File: src/rtl/alu_issue_arbiter.sv
// Round-robin issue arbiter that shares one combinational ALU between two requesters.
// One operation in flight; MUL gets a multi-cycle hold slot; response is registered with backpressure.
module alu_issue_arbiter #(
    parameter int MUL_CYCLES = 2
) (
    input  logic        clk,
    input  logic        rst_n,
    input  logic        req0_valid,
    output logic        req0_ready,
    input  logic [23:0] req0_cmd,
    input  logic        req1_valid,
    output logic        req1_ready,
    input  logic [23:0] req1_cmd,
    output logic [23:0] alu_cmd,
    input  logic [7:0]  alu_res,
    input  logic [7:0]  alu_msb,
    input  logic [3:0]  alu_flag,
    output logic        rsp_valid,
    input  logic        rsp_ready,
    output logic        rsp_id,
    output logic [7:0]  rsp_res,
    output logic [7:0]  rsp_msb,
    output logic [3:0]  rsp_flag,
    output logic [3:0]  flag_q,
    output logic        busy
);

    typedef enum logic [1:0] {
        IDLE = 2'd0,
        EXEC = 2'd1,
        HOLD = 2'd2
    } state_t;

    localparam logic [3:0] OP_MUL  = 4'b1101;
    localparam logic [2:0] MUL_CNT = 3'(MUL_CYCLES - 1);

    state_t      r_state;
    state_t      w_state_next;
    logic [23:0] r_cmd;
    logic        r_id;
    logic        r_last_grant;
    logic [2:0]  r_cnt;
    logic        r_rsp_valid;
    logic        r_rsp_id;
    logic [7:0]  r_rsp_res;
    logic [7:0]  r_rsp_msb;
    logic [3:0]  r_rsp_flag;
    logic [3:0]  r_flag;

    logic        w_grant0;
    logic        w_grant1;
    logic        w_accept;
    logic [23:0] w_sel_cmd;
    logic        w_capture;
    logic [3:0]  w_op_q;
    logic        w_flag_upd;

    // On contention the requester that did not win last time is granted.
    assign w_grant0   = req0_valid & (~req1_valid | r_last_grant);
    assign w_grant1   = req1_valid & (~req0_valid | ~r_last_grant);
    assign req0_ready = (r_state == IDLE) & w_grant0;
    assign req1_ready = (r_state == IDLE) & w_grant1;
    assign w_accept   = req0_ready | req1_ready;
    assign w_sel_cmd  = req1_ready ? req1_cmd : req0_cmd;
    assign w_capture  = (r_state == EXEC) & (r_cnt == 3'd0);
    assign w_op_q     = r_cmd[19:16];
    // Opcodes 1100, 1110 and 1111 are illegal and must not disturb the flag register.
    assign w_flag_upd = ~((w_op_q == 4'b1100) | (w_op_q == 4'b1110) | (w_op_q == 4'b1111));

    always_ff @(posedge clk) begin
        if (!rst_n) begin
            r_state <= IDLE;
        end else begin
            r_state <= w_state_next;
        end
    end

    always_comb begin
        w_state_next = r_state;
        case (r_state)
            IDLE:    if (w_accept) w_state_next = EXEC;
            EXEC:    if (r_cnt == 3'd0) w_state_next = HOLD;
            HOLD:    if (rsp_ready) w_state_next = IDLE;
            default: w_state_next = IDLE;
        endcase
    end

    always_ff @(posedge clk) begin
        if (!rst_n) begin
            r_cmd        <= '0;
            r_id         <= 1'b0;
            r_last_grant <= 1'b1;
            r_cnt        <= '0;
            r_rsp_valid  <= 1'b0;
            r_rsp_id     <= 1'b0;
            r_rsp_res    <= '0;
            r_rsp_msb    <= '0;
            r_rsp_flag   <= '0;
            r_flag       <= '0;
        end else begin
            if (w_accept) begin
                r_cmd        <= w_sel_cmd;
                r_id         <= req1_ready;
                r_last_grant <= req1_ready;
                r_cnt        <= (w_sel_cmd[19:16] == OP_MUL) ? MUL_CNT : 3'd0;
            end
            if ((r_state == EXEC) && (r_cnt != 3'd0)) begin
                r_cnt <= r_cnt - 3'd1;
            end
            if (w_capture) begin
                r_rsp_valid <= 1'b1;
                r_rsp_id    <= r_id;
                r_rsp_res   <= alu_res;
                r_rsp_msb   <= alu_msb;
                r_rsp_flag  <= alu_flag;
                if (w_flag_upd) begin
                    r_flag <= alu_flag;
                end
            end
            if ((r_state == HOLD) && rsp_ready) begin
                r_rsp_valid <= 1'b0;
            end
        end
    end

    // The command register is deliberately left holding the last op after it completes.
    assign alu_cmd   = r_cmd;
    assign rsp_valid = r_rsp_valid;
    assign rsp_id    = r_rsp_id;
    assign rsp_res   = r_rsp_res;
    assign rsp_msb   = r_rsp_msb;
    assign rsp_flag  = r_rsp_flag;
    assign flag_q    = r_flag;
    assign busy      = (r_state != IDLE);

endmodule

File: config.mk
export PLATFORM = sky130hd
export DESIGN_NAME = alu_issue_arbiter
export DESIGN_NICKNAME = d
export VERILOG_FILES = /design/src/rtl/alu_issue_arbiter.sv
export SDC_FILE = /design/constraint.sdc
export NUM_CORES = 1
export LEC_CHECK = 0
export CORE_ASPECT_RATIO = 1.5
export CORE_MARGIN = 4
export CORE_UTILIZATION = 30
export CTS_BUF_LIST = sky130_fd_sc_hd__clkbuf_8
export DETAILED_ROUTE_END_ITERATION = 10
export PLACE_DENSITY = 0.68
export SETUP_SLACK_MARGIN = 0.4
export SLEW_MARGIN = 10
export SYNTH_ARGS = -nofsm -noshare
export SYNTH_HDL_FRONTEND = slang
export SYNTH_SLANG_ARGS = --single-unit
export TNS_END_PERCENT = 1
File: constraint.sdc
create_clock -name clk -period 3 [get_ports clk]
set_input_delay 0.45 -clock clk [delete_from_list [all_inputs] [get_ports clk]]
set_output_delay 0.45 -clock clk [all_outputs]
set_load 0.02 [all_outputs]
==> results_dict.tcl <==
set metrics [dict create \
    drt_first_pass_iters 4 \
    grt_use_total 0.148 \
    reg2reg_to "flag_q[1]" \
    ioPinCount 126 \
    path_class "primary input to output pin" \
    leakage_nw 1.52 \
    hpwlAfterDp_um 5080 \
    critPathSlowestCell "clkdlybuf4s50_1" \
    post_route_cells_drive_above_1_share 0.0601 \
    synth_area_leaders "dfxtp_1, nand2_1, a21boi_1" \
    dp.cells 502 \
    period_needed_ps 2330 \
    max_freq_mhz 429 \
    synth_warnings 0 \
    final_cells 518 \
    ctsResizeCount 0 \
    fin_tns_setup_ps 0 \
    drv_slew 0 \
    synth_area_per_cell_sq_um 8.24 \
    yosys.area.top_type_share 0.476 \
    worst_pin_slew_ps 817 \
    synth_mux_area_frac 0.0334 \
    ys_types 32 \
    yosysMostFrequentCell "nand2_1" \
    synthAdderAreaFrac 0.0104 \
    clock_latency_ps 330 \
    final-hold-violation-count 0 \
    cp.arrival_ps 1880 \
    final.period_utilization 0.777 \
    cts_tree "yes" \
    clk_pin_slew_worst_paths_ps 60 \
    cts.sinks 57 \
    synth-simple-area-share 0.206 \
    wl_per_cell_um 13.2 \
    cpPeakStageDelay_ps 640 \
    die_x_um 81.0 \
    grt_overflow_total 0 \
    portBuffers 125 \
    finalSetupViolCount 0 \
    ys_seq_area_frac 0.476 \
    nets 486 \
    relSlewSlack 0.455 \
    post-cts-setup-buffers 0 \
    cts_max_level 3 \
    drc_errors 0 \
    antenna_found_initial 0 \
    synth_edf_count 0 \
    initial_core_util 0.311 \
    die_h_um 118 \
    vdd_ir_drop_max_mv 0.285 \
    cts_buffer_depth 2 \
    synth_top_family_by_area "compound AO/OA/AOI/OAI gates" \
    drt_wl_total_um 6860 \
    row_count 39 \
    grt_pass1_wl_um 10900 \
    drt-initial-drc-count 95 \
    synthCells 291 \
    dominantRegCellSynth "dfxtp_1" \
    crit_top_cell "clkdlybuf4s50_1" \
    syn_to_final_growth_pct 62.8 \
    yosys.area.top_type "dfxtp_1" \
    numCtsBuffers 9 \
    min-delay-start "rsp_res[5]" \
    r2r_cells 7 \
    synth_compound_area_frac 0.213 \
    ys_async_sr_fraction 0 \
    drv_cap 0 \
    grt_pass1_vias 2334 \
    cts_root_buf "clkbuf_8" \
    path_buf_inv 3 \
    rsz0062_at_grt "false" \
    crit_chain "clkdlybuf4s50_1 -> nand2_1 -> nand3_2 -> inv_1 -> clkdlybuf4s50_1" \
    startpoint_type "primary input" \
    r2r_setup_slack_ps 1250 \
    gp_routability_congestion 0.752 \
    fill_cells 779 \
    synth_seq_cells 57 \
    ant_nets 0 \
    die-area_sq_um 9520 \
    required_ps 2550 \
    outcome "finished clean" \
    fin_hold_ws_ps 452 \
    synth_xor_area_frac 0 \
    grt_max_degree 58 \
    end_kind "output pin" \
    synthTopCellsByCount "nand2_1, dfxtp_1, o21ai_0, a21boi_1, a31oi_1" \
    hp-class "flip-flop to flip-flop" \
    fin_skew_ps 9.26 \
    r2r_start "r_cnt[0]" \
    min_path_cells 2 \
    power_density_nw_per_um2 578 \
    viasPerCell 4.59 \
    insertedDiodeCount 0 \
    vias 2379 \
    cp_max_fo 4 \
    core-area_sq_um 7710 \
    cp_top_family "buffers and inverters" \
    holdBufCountCts 0 \
    whs_endpoint "rsp_res[5]" \
    synth_nets 366 \
    syn_area_sq_um 2400 \
]
-- kinds of logic after synthesis --
logic type / Yosys count
AND/OR/NAND/NOR: 113
AO/OA/AOI/OAI: 83
multiplexers: 8
adder cells (fa/ha/maj): 2
flip-flops: 57
buffers and inverters: 28
-- how the worst max path moves through the flow --
stage | endpoint | from | cells past startpoint
4_1_cts | req1_ready | req0_valid | 5
3_5_place_dp | req1_ready | req0_valid | 5
3_3_place_gp | req1_ready | req0_valid | 5
6_report | req1_ready | req0_valid | 5
2_1_floorplan | flag_q[0] | r_cnt[0] | 7
5_1_grt | req1_ready | req0_valid | 5
-- through the flow --
step           power (mW)  area (sq um)  setup slack, ps  utilization
2_1_floorplan        1.21          2400             1560            -
6_report             2.26          3900              669        0.506
4_1_cts              2.30          3900              671        0.506
5_1_grt              2.39          3900              613        0.506
3_5_place_dp         1.50          3680              673        0.478
3_3_place_gp         1.49          3680              683        0.478
-- sequential cells by signal, indices dropped and copies added, names as in the netlist, 2 cells and up --
signal and flops:
flag_q 4, r_cnt 3, alu_cmd 24, rsp_msb 8, rsp_flag 4, rsp_res 8, r_state 2
-- worst min-delay path: stages (launching register included) --
cell and delay (ps):
dfxtp_1 310, nand2_1 50, a21boi_1 50
-- report_power, final --
group	switching (mW)	total, mW	internal, mW
logic	0.295	0.590	0.296
clock network	0.296	0.782	0.485
registers	0.0456	0.883	0.838
-- cell type report --
cell class,count,area [sq um],area share
clock inverter,6,82.6,0.0212
inverter,8,30.0,0.00769
tap,102,128,0.0327
sequential,57,1140,0.292
multi-input combinational,206,1110,0.284
timing repair buffer,129,1280,0.327
clock buffer,10,138,0.0353
-- layer usage --
metal  vias to the layer above  GRT usage  part of all wire
met2                        97      0.244              0.48
met5                         -          0                 0
li1                       1220          -                 -
met4                         0     0.0877             0.038
met1                      1044      0.156              0.39
met3                        18     0.0574             0.094
-- cells in the final DEF (no fill, tap or decap) --
cell type | synthesis | layout
clkdlybuf4s50_1 | 0 | 124
nand2_1 | 89 | 89
dfxtp_1 | 57 | 57
o21ai_0 | 26 | 26
a31oi_1 | 20 | 20
a21boi_1 | 20 | 20
a21oi_1 | 10 | 10
clkbuf_8 | 0 | 10
inv_1 | 8 | 9
mux2i_1 | 8 | 8
nor2b_1 | 6 | 6
a21boi_0 | 4 | 4
buf_4 | 3 | 4
nand2b_1 | 3 | 3
nor2_1 | 3 | 3
nor3_1 | 2 | 2
ha_1 | 2 | 2
clkinv_2 | 0 | 2
bufinv_16 | 0 | 2
nor2_4 | 1 | 1
nand3_2 | 1 | 1
nand3b_1 | 1 | 1
a31o_2 | 1 | 1
or2_2 | 1 | 1
nor3b_1 | 1 | 1
and2_4 | 1 | 1
nand4b_1 | 1 | 1
and4b_1 | 1 | 1
and3_1 | 1 | 1
o31a_1 | 1 | 1
nand3_1 | 1 | 1
o21a_1 | 1 | 1
clkinv_4 | 0 | 1
buf_2 | 7 | 1
No activity file was read; power rests on OpenSTA's default activity.
